### config.mk
export PLATFORM = sky130hd
export DESIGN_NAME = gpio_port
export DESIGN_NICKNAME = d
export VERILOG_FILES = /design/src/rtl/gpio_port_pkg.sv /design/src/rtl/gpio_sync.sv /design/src/rtl/gpio_port.sv
export SDC_FILE = /design/constraint.sdc
export NUM_CORES = 1
export LEC_CHECK = 0
export CAP_MARGIN = 20
export CORE_MARGIN = 5
export CORE_UTILIZATION = 42
export CTS_BUF_LIST = sky130_fd_sc_hd__clkbuf_2 sky130_fd_sc_hd__clkbuf_4 sky130_fd_sc_hd__clkbuf_8
export DETAILED_ROUTE_END_ITERATION = 16
export DONT_BUFFER_PORTS = 1
export GPL_TIMING_DRIVEN = 0
export PLACE_DENSITY = 0.56
export SETUP_SLACK_MARGIN = 0.02
export SLEW_MARGIN = 20
export SYNTH_ARGS = -nofsm -noshare
export SYNTH_HDL_FRONTEND = slang
export SYNTH_HIERARCHICAL = 1
export SYNTH_SLANG_ARGS = --single-unit
export TNS_END_PERCENT = 5
### constraint.sdc
create_clock -name clk -period 2.01 [get_ports clk]
set_input_delay 0.1005 -clock clk [delete_from_list [all_inputs] [get_ports clk]]
set_output_delay 0.1005 -clock clk [all_outputs]
set_load 0.01 [all_outputs]
### src/rtl/gpio_port_pkg.sv
// Shared definitions for the memory-mapped GPIO port: register indices,
// byte offsets within the GPIO window and the byte-lane mask helper.
package gpio_port_pkg;

  typedef enum logic [2:0] {
    REG_DDR   = 3'd0,
    REG_PORT  = 3'd1,
    REG_PIN   = 3'd2,
    REG_PCMSK = 3'd3,
    REG_PCIFR = 3'd4,
    REG_SET   = 3'd5,
    REG_CLR   = 3'd6,
    REG_RSVD  = 3'd7
  } gpio_reg_e;

  localparam logic [31:0] GPIO_DDR_OFF   = 32'h0000_0000;
  localparam logic [31:0] GPIO_PORT_OFF  = 32'h0000_0004;
  localparam logic [31:0] GPIO_PIN_OFF   = 32'h0000_0008;
  localparam logic [31:0] GPIO_PCMSK_OFF = 32'h0000_000C;
  localparam logic [31:0] GPIO_PCIFR_OFF = 32'h0000_0010;
  localparam logic [31:0] GPIO_SET_OFF   = 32'h0000_0014;
  localparam logic [31:0] GPIO_CLR_OFF   = 32'h0000_0018;

  // Expands the four byte strobes into a 32-bit per-bit write mask.
  function automatic logic [31:0] lane_mask(input logic [3:0] strb);
    return {{8{strb[3]}}, {8{strb[2]}}, {8{strb[1]}}, {8{strb[0]}}};
  endfunction

endpackage

### src/rtl/gpio_sync.sv
// Multi-flop synchroniser for asynchronous inputs; shared by any block that
// needs to bring pad-level signals into the clk domain.
module gpio_sync #(
  parameter int WIDTH  = 1,
  parameter int STAGES = 2
) (
  input  logic             clk,
  input  logic             resetn,
  input  logic [WIDTH-1:0] d,
  output logic [WIDTH-1:0] q
);

  logic [STAGES-1:0][WIDTH-1:0] chain;

  always_ff @(posedge clk or negedge resetn) begin
    if (!resetn) begin
      chain <= '0;
    end else begin
      chain <= {chain[STAGES-2:0], d};
    end
  end

  assign q = chain[STAGES-1];

endmodule

### src/rtl/gpio_port.sv
// Memory-mapped GPIO port with DDR/PORT/PIN registers, set/clear/toggle
// writes, pin-change interrupt flags and a one-wait-state bus handshake.
module gpio_port
  import gpio_port_pkg::*;
#(
  parameter int WIDTH       = 8,
  parameter int SYNC_STAGES = 2
) (
  input  logic             clk,
  input  logic             resetn,
  input  logic             gpio_mem_valid,
  input  logic [31:0]      gpio_mem_addr,
  input  logic [31:0]      gpio_mem_wdata,
  input  logic [3:0]       gpio_mem_wstrb,
  output logic [31:0]      gpio_mem_rdata,
  output logic             gpio_mem_ready,
  input  logic [WIDTH-1:0] gpio_in,
  output logic [WIDTH-1:0] gpio_out,
  output logic [WIDTH-1:0] gpio_oe,
  output logic             irq
);

  gpio_reg_e        reg_sel;
  logic             accept;
  logic             wr_en;
  logic             rd_en;
  logic [31:0]      strb_bits;
  logic [31:0]      wr_bits_full;
  logic [31:0]      rd_word;
  logic [WIDTH-1:0] wr_mask;
  logic [WIDTH-1:0] wr_bits;
  logic [WIDTH-1:0] ddr;
  logic [WIDTH-1:0] port;
  logic [WIDTH-1:0] pcmsk;
  logic [WIDTH-1:0] pcifr;
  logic [WIDTH-1:0] ddr_next;
  logic [WIDTH-1:0] port_next;
  logic [WIDTH-1:0] pcmsk_next;
  logic [WIDTH-1:0] pcifr_next;
  logic [WIDTH-1:0] w1c;
  logic [WIDTH-1:0] pin_s;
  logic [WIDTH-1:0] pin_prev;
  logic [WIDTH-1:0] chg;
  logic             unused_bits;

  // The accept edge is the one that raises ready; all side effects happen there.
  assign reg_sel      = gpio_reg_e'(gpio_mem_addr[4:2]);
  assign accept       = gpio_mem_valid & ~gpio_mem_ready;
  assign wr_en        = accept & (|gpio_mem_wstrb);
  assign rd_en        = accept & ~(|gpio_mem_wstrb);
  assign strb_bits    = lane_mask(gpio_mem_wstrb);
  assign wr_bits_full = gpio_mem_wdata & strb_bits;
  assign wr_mask      = strb_bits[WIDTH-1:0];
  assign wr_bits      = wr_bits_full[WIDTH-1:0];

  assign unused_bits = &{1'b0, gpio_mem_addr[31:5], gpio_mem_addr[1:0],
                         wr_bits_full, strb_bits};

  gpio_sync #(
    .WIDTH  (WIDTH),
    .STAGES (SYNC_STAGES)
  ) u_sync (
    .clk    (clk),
    .resetn (resetn),
    .d      (gpio_in),
    .q      (pin_s)
  );

  assign chg = pin_s ^ pin_prev;

  // A flag being set wins over a simultaneous write-one-to-clear of that bit.
  always_comb begin
    ddr_next   = ddr;
    port_next  = port;
    pcmsk_next = pcmsk;
    w1c        = '0;
    if (wr_en) begin
      case (reg_sel)
        REG_DDR:   ddr_next   = (ddr & ~wr_mask) | wr_bits;
        REG_PORT:  port_next  = (port & ~wr_mask) | wr_bits;
        REG_PIN:   port_next  = port ^ wr_bits;
        REG_PCMSK: pcmsk_next = (pcmsk & ~wr_mask) | wr_bits;
        REG_PCIFR: w1c        = wr_bits;
        REG_SET:   port_next  = port | wr_bits;
        REG_CLR:   port_next  = port & ~wr_bits;
        default:   ;
      endcase
    end
    pcifr_next = (pcifr & ~w1c) | (chg & pcmsk);
  end

  always_comb begin
    rd_word = '0;
    case (reg_sel)
      REG_DDR:   rd_word[WIDTH-1:0] = ddr;
      REG_PORT:  rd_word[WIDTH-1:0] = port;
      REG_PIN:   rd_word[WIDTH-1:0] = pin_s;
      REG_PCMSK: rd_word[WIDTH-1:0] = pcmsk;
      REG_PCIFR: rd_word[WIDTH-1:0] = pcifr;
      default:   rd_word = '0;
    endcase
  end

  always_ff @(posedge clk or negedge resetn) begin
    if (!resetn) begin
      gpio_mem_ready <= 1'b0;
      gpio_mem_rdata <= '0;
      ddr            <= '0;
      port           <= '0;
      pcmsk          <= '0;
      pcifr          <= '0;
      pin_prev       <= '0;
      irq            <= 1'b0;
    end else begin
      gpio_mem_ready <= gpio_mem_valid & ~gpio_mem_ready;
      gpio_mem_rdata <= rd_en ? rd_word : '0;
      ddr            <= ddr_next;
      port           <= port_next;
      pcmsk          <= pcmsk_next;
      pcifr          <= pcifr_next;
      pin_prev       <= pin_s;
      irq            <= |pcifr_next;
    end
  end

  assign gpio_out = port;
  assign gpio_oe  = ddr;

endmodule
==> results.ini <==
[placement]
dp_hpwl_um = 4990
port_buffers = 0
gp_congestion = 0.784

[setup_path]
reg2reg_slack_ns = 0.20
arrival_ns = 2.01
start_kind = flip-flop
setup.worst_path.start = gpio_mem_ready$_DFF_PN0_
r2r-end = irq$_DFF_PN0_
cp_max_fo = 10
rr_startpoint = gpio_mem_ready$_DFF_PN0_
cp-endpoint = irq$_DFF_PN0_
r2r_cells = 5
worstPathRequired_ns = 2.21
criticalPathCategory = flip-flop to flip-flop
critPathCaptureType = flip-flop

[pwr]
power_density_nw_per_um2 = 889
p_leak_uw = 0.00171
switching_share = 0.284
p_int_uw = 2410
switchingPower_uw = 957
seq_power_share = 0.499
peakVddDrop_mv = 0.475
clkPwrFrac = 0.337
combPwrFrac = 0.163

[floorplanning]
start_util = 0.434
die_h_um = 96.8
io_pins = 129
die_area_um2 = 9360
die_w_um = 96.8
core_area_um2 = 7290
row_count = 31

[synth]
syn_inst = 276
ys_seq_area_frac = 0.522
synth_edf_count = 0
synthArstFlopShare = 1.00
synth_area_um2 = 3160
yosys_warnings = 6
avgSynthCellArea_um2 = 11.5
synth.distinct_cells = 35
synth_seq_cells = 66
ys.flop_type = dfrtp_1

[timing]
drv_slew = 0
rsz0062_at_grt = no
period_needed_ns = 1.81
fin_crit_sh = 0.901
relSlewSlack = 0.441
hold_violations = 0
fmax_ghz = 0.552
hold_ws_ns = 0.0276
tightest_slew_ns = 0.834
setup_viol = 0
skew_ns = 0.00407

[route]
wirelength_um = 7640
wl_met3_um = 665
drt_iter0_drc = 155
via_per_inst = 5.06
dr_total_vias = 2193
drt-met1-wl_um = 3240
drcViolationCount = 0
wl_met2_um = 3460
highest_layer = met4
routedWlPerCell_um = 17.6
first_pass_iters = 4
antenna_left = 0

[finish]
nFillCells = 674
final_cell_mix = dfrtp_1 (66), buf_4 (32), conb_1 (24), a21oi_1 (23)
nets = 416
layout_commonest_cell = dfrtp_1
drive_gt1_frac = 0.201
areaGrowthSynthToFinish_pct = 19.9
antenna_cells = 0
final_util = 0.520

[clocking]
clk_latency_ns = 0.34
root_buffer = clkbuf_8
cts.reportedPaths.clkPinSlew_ns = 0.07
clockBufferDepth = 2
cts.sinks = 66
cts_tree = built
cts_htree_levels = 3
numCtsBuffers = 9

[global_routing]
grt_pass1_wl_um = 12300
grt-ovfl-total = 0
grt_max_degree = 67
grt_usage = 0.171
antenna_found_initial = 0
grt_pass1_vias = 2300

[hold_path]
hp-class = primary input to flip-flop

[status]
status = finished clean

[run]
max_cap_viol_count = 0

## cell usage after synthesis (2+ instances only)
library cell	number	area [µm²]
nor4b_2	4	60.1
mux2_2	3	33.8
xor2_1	8	70.1
nand2_1	14	52.6
a211oi_1	6	45.0
buf_2	5	25.0
clkbuf_1	7	26.3
inv_1	2	7.51
o21ai_0	3	15.0
o31a_1	8	70.1
nor2_1	18	67.6
a21oi_1	23	115
mux2_1	13	146
buf_4	32	240
a22o_1	8	70.1
mux2i_1	7	70.1
or2_1	4	25.0
and2_1	5	31.3
ha_1	8	100
nand2b_1	9	56.3
nand3_1	4	20.0
dfrtp_1	66	1650
a22oi_1	7	52.6
## per-layer routing
layer / track usage / vias to the layer above
met4: 0.0994 / 0
met5: 0 / -
met1: 0.215 / 1063
li1: - / 1019
met3: 0.0525 / 20
met2: 0.261 / 91
## logic make-up (layout without fill, tap and decap cells)
group,Yosys count,in the layout,synth area share
fa+ha+maj,8,8,0.0317
buf+inv,47,82,0.0981
compound gates,56,56,0.118
simple gates,65,65,0.118
mux,24,24,0.0863
xor+xnor,9,9,0.0249
other cells,1,24,0.00119
flops,66,66,0.522
## what timing repair did
item | in CTS | in global routing
buffers inserted | 0 | 0
setup endpoints to repair | 8 | 1
hold buffers | 19 | 0
hold endpoints to repair | 91 | 0
cloned | 0 | 0
resized for setup | 1 | 2
## layout make-up
cell class | instances | area (µm²) | area share
repair buffers | 19 | 208 | 0.0548
clock inverters | 5 | 52.6 | 0.0139
clock buffers | 11 | 151 | 0.0399
inverters | 2 | 7.51 | 0.00198
flip-flops and latches | 66 | 1650 | 0.436
well taps | 99 | 124 | 0.0327
plain buffers | 45 | 304 | 0.0802
multi-input cells | 186 | 1290 | 0.341
## power groups by stage
stage	Clock [µW]	Combinational, µW	Sequential, µW
after global placement	0	467	1710
final	1140	550	1680
after global routing	1230	628	1700
after CTS	1170	553	1690
after detailed placement	0	486	1710
after floorplan	0	410	1650
## worst min path at each step
stage,from,endpoint,depth (start not counted)
after global placement,resetn,u_sync/q[6]$_DFF_PN0_,0
final,gpio_mem_wdata[3],gpio_out[3]$_DFFE_PN0P_,3
after global routing,gpio_mem_wdata[3],gpio_out[3]$_DFFE_PN0P_,3
after CTS,gpio_mem_wdata[5],gpio_out[5]$_DFFE_PN0P_,3
after detailed placement,resetn,u_sync/q[6]$_DFF_PN0_,0
after floorplan,resetn,asynchronous set/reset pin,0
## metrics by stage
stage	worst slack [ns]	total power (µW)	std cells	area (µm²)	TNS (ns)
final	0.198	3370	433	3790	0
after CTS	0.0846	3410	433	3790	0
after global placement	-0.0812	2170	398	3370	-0.456
after global routing	0.0458	3560	433	3790	0
after detailed placement	-0.0818	2200	398	3370	-0.456
after floorplan	0.451	2060	299	3250	0
## worst max-delay path, stage by stage (launching register included)
cell and delay, ns:
dfrtp_1 0.41, nand2b_1 0.18, clkbuf_2 0.24, o31a_1 0.36, nor4b_2 0.34, nand4_1 0.15
Note: power is estimated with default switching activity, not from simulation.
